### src/rtl/pim_ram_pkg.sv
// -----------------------------------------------------------------------------
// pim_ram_pkg
// Shared types and constants for the on-chip RAM sharing logic.
//   RAM_AW / RAM_DW / RAM_BE_W : geometry of the single-port RAM IP
//   arb_state_t               : arbiter FSM states
//   ram_req_t                 : one requester's command as seen by the RAM
// -----------------------------------------------------------------------------
package pim_ram_pkg;

    localparam int RAM_AW   = 10;
    localparam int RAM_DW   = 32;
    localparam int RAM_BE_W = 4;

    typedef enum logic {
        IDLE,
        RD_WAIT
    } arb_state_t;

    typedef struct packed {
        logic                we;
        logic [RAM_AW-1:0]   addr;
        logic [RAM_DW-1:0]   wdata;
        logic [RAM_BE_W-1:0] be;
    } ram_req_t;

endpackage

### src/rtl/ram_port_arbiter_rr.sv
// -----------------------------------------------------------------------------
// rr_arbiter
// Purely combinational round-robin grant logic. The search starts at ptr and
// wraps, so the requester at ptr has top priority. The pointer register itself
// is owned by the parent.
//   req  in  N    request vector
//   ptr  in  IW   index with highest priority this cycle
//   gnt  out N    one-hot grant (all zero when nothing requests)
//   idx  out IW   binary index of the granted requester
//   any  out 1    at least one requester was granted
// -----------------------------------------------------------------------------
module rr_arbiter #(
    parameter int N  = 2,
    parameter int IW = (N > 1) ? $clog2(N) : 1
) (
    input  logic [N-1:0]  req,
    input  logic [IW-1:0] ptr,
    output logic [N-1:0]  gnt,
    output logic [IW-1:0] idx,
    output logic          any
);

    logic [IW-1:0] cand;

    // Walk the requesters starting at ptr; the first one found wins.
    always_comb begin
        gnt  = '0;
        idx  = '0;
        any  = 1'b0;
        cand = '0;
        for (int off = 0; off < N; off++) begin
            cand = IW'((int'(ptr) + off) % N);
            if (!any && req[cand]) begin
                any       = 1'b1;
                gnt[cand] = 1'b1;
                idx       = cand;
            end
        end
    end

endmodule

### src/rtl/ram_port_arbiter.sv
// -----------------------------------------------------------------------------
// ram_port_arbiter
// Shares one single-port RAM IP between NREQ requesters with round-robin
// arbitration, a valid/ready request handshake and one outstanding read.
//   clk, reset          clock / async active-high reset
//   req_valid/we/addr/wdata/be   per-requester command (flattened vectors)
//   req_ready           one-hot, command accepted and issued this cycle
//   rsp_valid           one-hot 1-cycle pulse, rsp_rdata valid for that requester
//   rsp_rdata           registered read data shared by all requesters
//   ram_addr/wdata/wen/rden/byteena   command to the RAM IP
//   ram_rdata           read data from the RAM IP (RD_LAT edges after issue)
// -----------------------------------------------------------------------------
module ram_port_arbiter
    import pim_ram_pkg::*;
#(
    parameter int NREQ   = 2,
    parameter int AW     = RAM_AW,
    parameter int DW     = RAM_DW,
    parameter int RD_LAT = 1
) (
    input  logic                   clk,
    input  logic                   reset,
    input  logic [NREQ-1:0]        req_valid,
    input  logic [NREQ-1:0]        req_we,
    input  logic [NREQ*AW-1:0]     req_addr,
    input  logic [NREQ*DW-1:0]     req_wdata,
    input  logic [NREQ*4-1:0]      req_be,
    output logic [NREQ-1:0]        req_ready,
    output logic [NREQ-1:0]        rsp_valid,
    output logic [DW-1:0]          rsp_rdata,
    output logic [AW-1:0]          ram_addr,
    output logic [DW-1:0]          ram_wdata,
    output logic                   ram_wen,
    output logic                   ram_rden,
    output logic [3:0]             ram_byteena,
    input  logic [DW-1:0]          ram_rdata
);

    localparam int IW = (NREQ > 1) ? $clog2(NREQ) : 1;

    arb_state_t    state, state_next;
    logic [IW-1:0] ptr;
    logic [IW-1:0] owner;
    logic [1:0]    cnt;

    logic [NREQ-1:0] gnt;
    logic [IW-1:0]   gnt_idx;
    logic            gnt_any;
    logic            issue;
    logic            issue_rd;
    logic [IW-1:0]   ptr_next;

    logic [AW-1:0]   addr_arr  [NREQ];
    logic [DW-1:0]   wdata_arr [NREQ];
    logic [3:0]      be_arr    [NREQ];
    ram_req_t        sel;

    rr_arbiter #(
        .N  (NREQ),
        .IW (IW)
    ) u_rr (
        .req (req_valid),
        .ptr (ptr),
        .gnt (gnt),
        .idx (gnt_idx),
        .any (gnt_any)
    );

    // Unflatten the requester buses and pick the granted requester's command.
    always_comb begin
        for (int i = 0; i < NREQ; i++) begin
            addr_arr[i]  = req_addr[i*AW +: AW];
            wdata_arr[i] = req_wdata[i*DW +: DW];
            be_arr[i]    = req_be[i*4 +: 4];
        end
        sel.we    = req_we[gnt_idx];
        sel.addr  = addr_arr[gnt_idx];
        sel.wdata = wdata_arr[gnt_idx];
        sel.be    = be_arr[gnt_idx];
    end

    // Grants are only possible in IDLE; reset suppresses them so the RAM
    // sees a quiet bus while reset is held.
    assign issue    = (state == IDLE) && gnt_any && !reset;
    assign issue_rd = issue && !sel.we;
    assign ptr_next = (gnt_idx == IW'(NREQ - 1)) ? '0 : gnt_idx + 1'b1;

    // Next state and RAM command. The bus is driven with zeros whenever
    // nothing is issued, including the whole read wait.
    always_comb begin
        state_next  = state;
        req_ready   = '0;
        ram_addr    = '0;
        ram_wdata   = '0;
        ram_wen     = 1'b0;
        ram_rden    = 1'b0;
        ram_byteena = '0;
        case (state)
            IDLE: begin
                if (issue) begin
                    req_ready = gnt;
                    ram_addr  = sel.addr;
                    ram_wdata = sel.wdata;
                    if (sel.we) begin
                        ram_wen     = 1'b1;
                        ram_byteena = sel.be;
                    end else begin
                        ram_rden    = 1'b1;
                        ram_byteena = 4'hF;
                        state_next  = RD_WAIT;
                    end
                end
            end
            RD_WAIT: begin
                if (cnt == 2'd0) begin
                    state_next = IDLE;
                end
            end
            default: state_next = IDLE;
        endcase
    end

    // State, pointer and read bookkeeping. The response is captured on the
    // same edge that returns the FSM to IDLE, so a new grant can overlap the
    // rsp_valid cycle.
    always_ff @(posedge clk or posedge reset) begin
        if (reset) begin
            state     <= IDLE;
            ptr       <= '0;
            owner     <= '0;
            cnt       <= '0;
            rsp_valid <= '0;
            rsp_rdata <= '0;
        end else begin
            state     <= state_next;
            rsp_valid <= '0;
            if (issue) begin
                ptr <= ptr_next;
            end
            if (issue_rd) begin
                owner <= gnt_idx;
                cnt   <= 2'(RD_LAT - 1);
            end
            if (state == RD_WAIT) begin
                if (cnt == 2'd0) begin
                    rsp_rdata        <= ram_rdata;
                    rsp_valid[owner] <= 1'b1;
                end else begin
                    cnt <= cnt - 2'd1;
                end
            end
        end
    end

endmodule

### config.mk
export PLATFORM = sky130hd
export DESIGN_NAME = ram_port_arbiter
export DESIGN_NICKNAME = d
export VERILOG_FILES = /design/src/rtl/pim_ram_pkg.sv /design/src/rtl/ram_port_arbiter_rr.sv /design/src/rtl/ram_port_arbiter.sv
export SDC_FILE = /design/constraint.sdc
export NUM_CORES = 1
export LEC_CHECK = 0
export CAP_MARGIN = 40
export CORE_ASPECT_RATIO = 1.2
export CORE_MARGIN = 3
export CORE_UTILIZATION = 30
export DETAILED_ROUTE_END_ITERATION = 8
export GPL_ROUTABILITY_DRIVEN = 0
export GPL_TIMING_DRIVEN = 0
export PLACE_DENSITY_LB_ADDON = 0.05
export SYNTH_ARGS = -nofsm -noshare
export SYNTH_HDL_FRONTEND = slang
export SYNTH_SLANG_ARGS = --single-unit
### constraint.sdc
create_clock -name clk -period 1.8 [get_ports clk]
set_clock_uncertainty 0.05 [all_clocks]
set_input_delay 0.36 -clock clk [delete_from_list [all_inputs] [get_ports clk]]
set_output_delay 0.36 -clock clk [all_outputs]
set_load 0.01 [all_outputs]
After elaboration in Yosys (flattened, before gate mapping)
Cells that the tools add are included.
{ "word_totals": {"wordCells": 82, "in_bits": 130, "output_inout_bits": 84, "ff_bits": 39} }
{ "classes": {"order_cmp": 8, "muxes": 50, "bitwise_logic": 3, "n_reduce_logical": 12, "n_addsub": 3} }
{ "op_table": {"columns": ["operator", "n"], "rows": [
  ["32-bit two-way mux", 5],
  ["10-bit two-way mux", 5],
  ["4-bit two-way mux", 6],
  ["1-bit two-way mux", 21],
  ["2-bit two-way mux", 9],
  ["1-bit by 2-bit < comparator with 1-bit output (second input constant)", 4],
  ["1-bit logical AND", 7],
  ["1-bit demux with 1-bit select", 3],
  ["1-bit greater-or-equal comparator (second input constant)", 3],
  ["1-bit zero test", 3],
  ["1-bit adder (second input constant)", 2],
  ["2-bit greater-or-equal comparator (second input constant)", 1],
  ["2-bit zero test", 1],
  ["1-bit NOT with 2-bit output", 1],
  ["2-bit OR", 1],
  ["1-bit case mux with 2 select lines", 1],
  ["2-bit AND reduction", 1],
  ["2-bit by 1-bit subtractor with 2-bit output (second input constant)", 1],
  ["1-bit NOT", 1]
]} }

Longest topological paths before layout
{ "depth": {"depth_word": 13, "ltp_mapped": 6, "depth_no_buf": 5} }

Cells and area by module
A second synthesis with hierarchy kept.
{ "hier_totals": {"cells_unflattened": 206, "hier_area_um2": 2264.7} }
{ "modules_own_cells": {"columns": ["mod", "cells_each", "area_per_inst_um2", "n_inst", "seq_area_each_um2"], "rows": [
  ["ram_port_arbiter", 201, 2232.1, 1, 975.9],
  ["rr_arbiter", 5, 32.5, 1, 0.0]
]} }

Least setup slack after synthesis
OpenSTA, ideal clock, no wires.
{ "synth_timing": {"path_type": "register to output", "startpoint": "register ptr", "endpoint": "output ram_addr[7]", "t_required_ps": 1390, "n_path_buf": 2, "path_stages_with_launch": 7, "arrival_ps": 1272, "slack_ps": 118, "cell_sequence": "dfrtp_1 > nand2b_1 > nand2_1 > buf_2 > buf_4 > nand2_1 > a21oi_1"} }
{ "synth_between": {"elab_chain_cells": 12, "elab_cells_between_ends": 19, "cone_classes": "add/sub: 1; mux: 13; bitwise: 1; reduce/logical: 4"} }
{ "synth_rtl": {"columns": ["item", "line_no", "rtl"], "rows": [
  ["start: declaration", "ram_port_arbiter.sv:42", "logic [IW-1:0] ptr;"],
  ["start signal: assignment", "ram_port_arbiter.sv:138", "ptr <= ptr_next;"],
  ["1-bit two-way mux (implied by the code) (2 in series)", "ram_port_arbiter_rr.sv:33", "if (!any && req[cand]) begin"],
  ["1-bit two-way mux", "ram_port_arbiter_rr.sv:33", null],
  ["1-bit zero test", "ram_port_arbiter_rr.sv:33", null],
  ["1-bit logical AND", "ram_port_arbiter_rr.sv:33", null],
  ["1-bit two-way mux", "ram_port_arbiter_rr.sv:33", null],
  ["1-bit NOT with 2-bit output (implied by the code)", "ram_port_arbiter.sv:77", "sel.addr = addr_arr[gnt_idx];"],
  ["10-bit two-way mux (implied by the code) (3 in series)", "ram_port_arbiter.sv:77", null],
  ["10-bit two-way mux (*)", "ram_port_arbiter.sv:100", "if (issue) begin"],
  ["10-bit two-way mux (*)", "ram_port_arbiter.sv:98", "case (state)"],
  ["end: declaration", "ram_port_arbiter.sv:31", "output logic [AW-1:0] ram_addr,"]
]} }
Every way passes the cells marked *; elsewhere a longest branch is shown, timed or not. The select of a mux whose other input is x is not followed.

Worst setup path in the final report
{ "layout_timing": {"startpoint": "register ptr", "endpoint": "output ram_wdata[1]"} }
{ "layout_between": {"elab_chain_cells": 12, "elab_cells_between_ends": 19, "cone_classes": "add/sub: 1; mux: 13; bitwise: 1; reduce/logical: 4"} }
{ "layout_rtl": {"columns": ["item", "line_no", "rtl"], "rows": [
  ["1-bit two-way mux (implied by the code) (2 in series)", "ram_port_arbiter_rr.sv:33", null],
  ["1-bit two-way mux", "ram_port_arbiter_rr.sv:33", null],
  ["1-bit zero test", "ram_port_arbiter_rr.sv:33", null],
  ["1-bit logical AND", "ram_port_arbiter_rr.sv:33", null],
  ["1-bit two-way mux", "ram_port_arbiter_rr.sv:33", null],
  ["1-bit NOT with 2-bit output (implied by the code)", "ram_port_arbiter.sv:78", "sel.wdata = wdata_arr[gnt_idx];"],
  ["32-bit two-way mux (implied by the code) (3 in series)", "ram_port_arbiter.sv:78", null],
  ["32-bit two-way mux (*)", "ram_port_arbiter.sv:100", null],
  ["32-bit two-way mux (*)", "ram_port_arbiter.sv:98", null],
  ["end: declaration", "ram_port_arbiter.sv:32", "output logic [DW-1:0] ram_wdata,"]
]} }
Marks and branches as above.

==> results.ini <==
[timing]
timing.fmax_mhz=495
tns_ns=-7.50
finalSetupViolCount=49
tightest_slew_ns=0.782
min_period_over_period=1.12
fin_ws_ns=-0.219
slew_viol_final=0
relSlewSlack=0.478
hold_viol=0
min_period_ns=2.02
rsz0062_at_grt=yes

[layout]
diodes=0
seqCellArea_sq_um=976
syn2layout_area_growth_pct=117
nets=617
nFillCells=578
layout-drive-gt1-share=0.291
final_cell_mix=clkdlybuf4s50_1 (158), nand2_1 (70), buf_2 (46)
mostFrequentLayoutCell=clkdlybuf4s50_1
postLayoutCellArea_sq_um=4780
final_util=0.685
multi_input_area_sq_um=1370

[worst_setup_path]
crit_chain=nand2b_4 -> and2_4 -> buf_12 -> clkbuf_16 -> nand2_1 -> a21oi_1 -> buf_2
end_kind=output port
critPathSlowestCell=dfrtp_1
cp-start-kind=register
cp_num_cells=7
path_max_fanout=8
arrival_ns=1.61
required_ns=1.39
worstRegToRegCells=5
slowest_delay_ns=0.37
cp_num_buf_inv=3
critPathKind=reg2out
critical-path-top-delay-family=buffers and inverters

[routing]
drc_errors=0
routed_via_density=4.68
detail-route-antenna-nets=0
drt-total-wl_um=8710
vias=2691
drt_iter0_drc=39
drt_pass1_iterations=4
wl_per_cell_um=15.1

[grt]
grt_start_max_net_pins=40
gr-total-overflow=0
grt_util_all_layers=0.194
grt_pass1_vias=2762
antenna_found_initial=0
grt_pass1_wl_um=13200

[run_status]
violations=setup timing
status=finished, violations left

[flow_run]
drv_cap=0

[synthesis]
netlist-cell-type-count=23
yosysSeqAreaShare=0.443
yosys_warnings=0
ys_ff_latch=39
syn-num-nets=388
synthCells=258
syn_area_per_cell_sq_um=8.54
syn-cell-area_sq_um=2200

[floorplanning]
die_area_sq_um=8410
die_h_um=99.9
rows=33
die_x_um=84.2
ioPinCount=214
fp.coreArea_sq_um=6980
start_util=0.316

[placed_design]
dpl.hpwl_um=6830
post-place-ws_ns=-1.02
portBuffers=213
placed_area_sq_um=4440

[cts]
htreeDepth=2
cts-root-buf=clkbuf_8
cts_buffer_depth=2
cts_hold_buf=0
clk_latency_ns=0.29
clkTransAtPathRegs_ns=0.08
cts_tree=yes
cts_buffers=5
cts.sinks=39

[power_and_ir_drop]
max-vdd-ir-drop_uv=473
p_leak_uw=0.00215
powerDensity_nw_per_um2=773
p_total_uw=3690

[hold_path]
hold_path_class=in2async

[worst reg2reg max path, stage by stage, from the launching register on]
cell	delay, ns
dfrtp_1	0.38
buf_4	0.15
nand2b_1	0.11
nor2_2	0.26
buf_4	0.26
mux2_1	0.35
[routing by layer]
metal | track usage | up-vias | part of all wire
li1 | - | 1326 | -
met1 | 0.201 | 1235 | 0.36
met2 | 0.376 | 124 | 0.55
met3 | 0.0509 | 6 | 0.081
met4 | 0.0606 | 0 | 0.013
met5 | 0 | - | 0
[through the flow]
stage	std cells	hold WS [ns]
after detailed placement	558	0.422
after floorplan	258	0.382
after global routing	575	0.457
after global placement	558	0.416
final	575	0.389
after CTS	573	0.415
[timing repair]
item / 4_1_cts / 5_1_grt
buffers inserted: 4 / 0
cloned: 3 / 2
resized for setup: 254 / 63
setup endpoints to repair: 50 / 50
pin swaps: 3 / 21
[registers in the layout, indices dropped and copies added (netlist names)]
| name | count |
|---|---|
| cnt | 2 |
| owner | 1 |
| ptr | 1 |
| rsp_rdata | 32 |
| rsp_valid | 2 |
| state | 1 |
[report_power, final]
group | leakage, uW | total [uW] | switching [uW] | internal, uW
Clock | 0.0000581 | 717 | 304 | 413
Sequential | 0.000463 | 1220 | 108 | 1110
Combinational | 0.00163 | 1760 | 707 | 1050
Total | 0.00215 | 3690 | 1120 | 2570
[final timing paths]
kind                                         from                         to  slack, ns
worst max-delay path              ptr$_DFFE_PP0P_               ram_wdata[1]      -0.22
worst min-delay path                        reset           cnt[1]$_DFF_PP0_       0.39
worst max register to register    state$_DFF_PP0_  rsp_rdata[18]$_DFFE_PP0P_       0.13
worst min register to register  owner$_DFFE_PP0P_     rsp_valid[0]$_DFF_PP0_       0.43
max in group asynchronous                   reset  rsp_rdata[16]$_DFFE_PP0P_       0.81
min in group clk                owner$_DFFE_PP0P_     rsp_valid[0]$_DFF_PP0_       0.43
[cells by family after synthesis]
family / share of synthesized area
compound gates: 0.127
flops: 0.443
buf+inv: 0.0471
simple gates: 0.220
mux: 0.164
[cell type report]
| cell class | instances | area share |
|---|---|---|
| plain buffers | 18 | 0.0395 |
| clock buffers | 5 | 0.0144 |
| clock inverters | 3 | 0.00916 |
| inverters | 3 | 0.00236 |
| multi-input cells | 198 | 0.287 |
| flip-flops and latches | 39 | 0.204 |
| well taps | 87 | 0.0228 |
| repair buffers | 222 | 0.420 |
[cell usage after synthesis (all sizes together)]
library cell,instances,area share
nor3b,8,0.027
inv,3,0.0051
a2111o,1,0.0051
a21oi,45,0.10
dfrtp,39,0.44
nand2,89,0.15
o22ai,1,0.0028
nor2b,1,0.0028
mux2,32,0.16
nand2b,3,0.0085
a31oi,1,0.0028
nor2,2,0.0045
o21ai,4,0.0091
and3,2,0.0057
buf,14,0.035
clkbuf,4,0.0068
nor3,6,0.014
o21ba,1,0.0045
and2,2,0.0057
(Power assumes the default switching activity.)
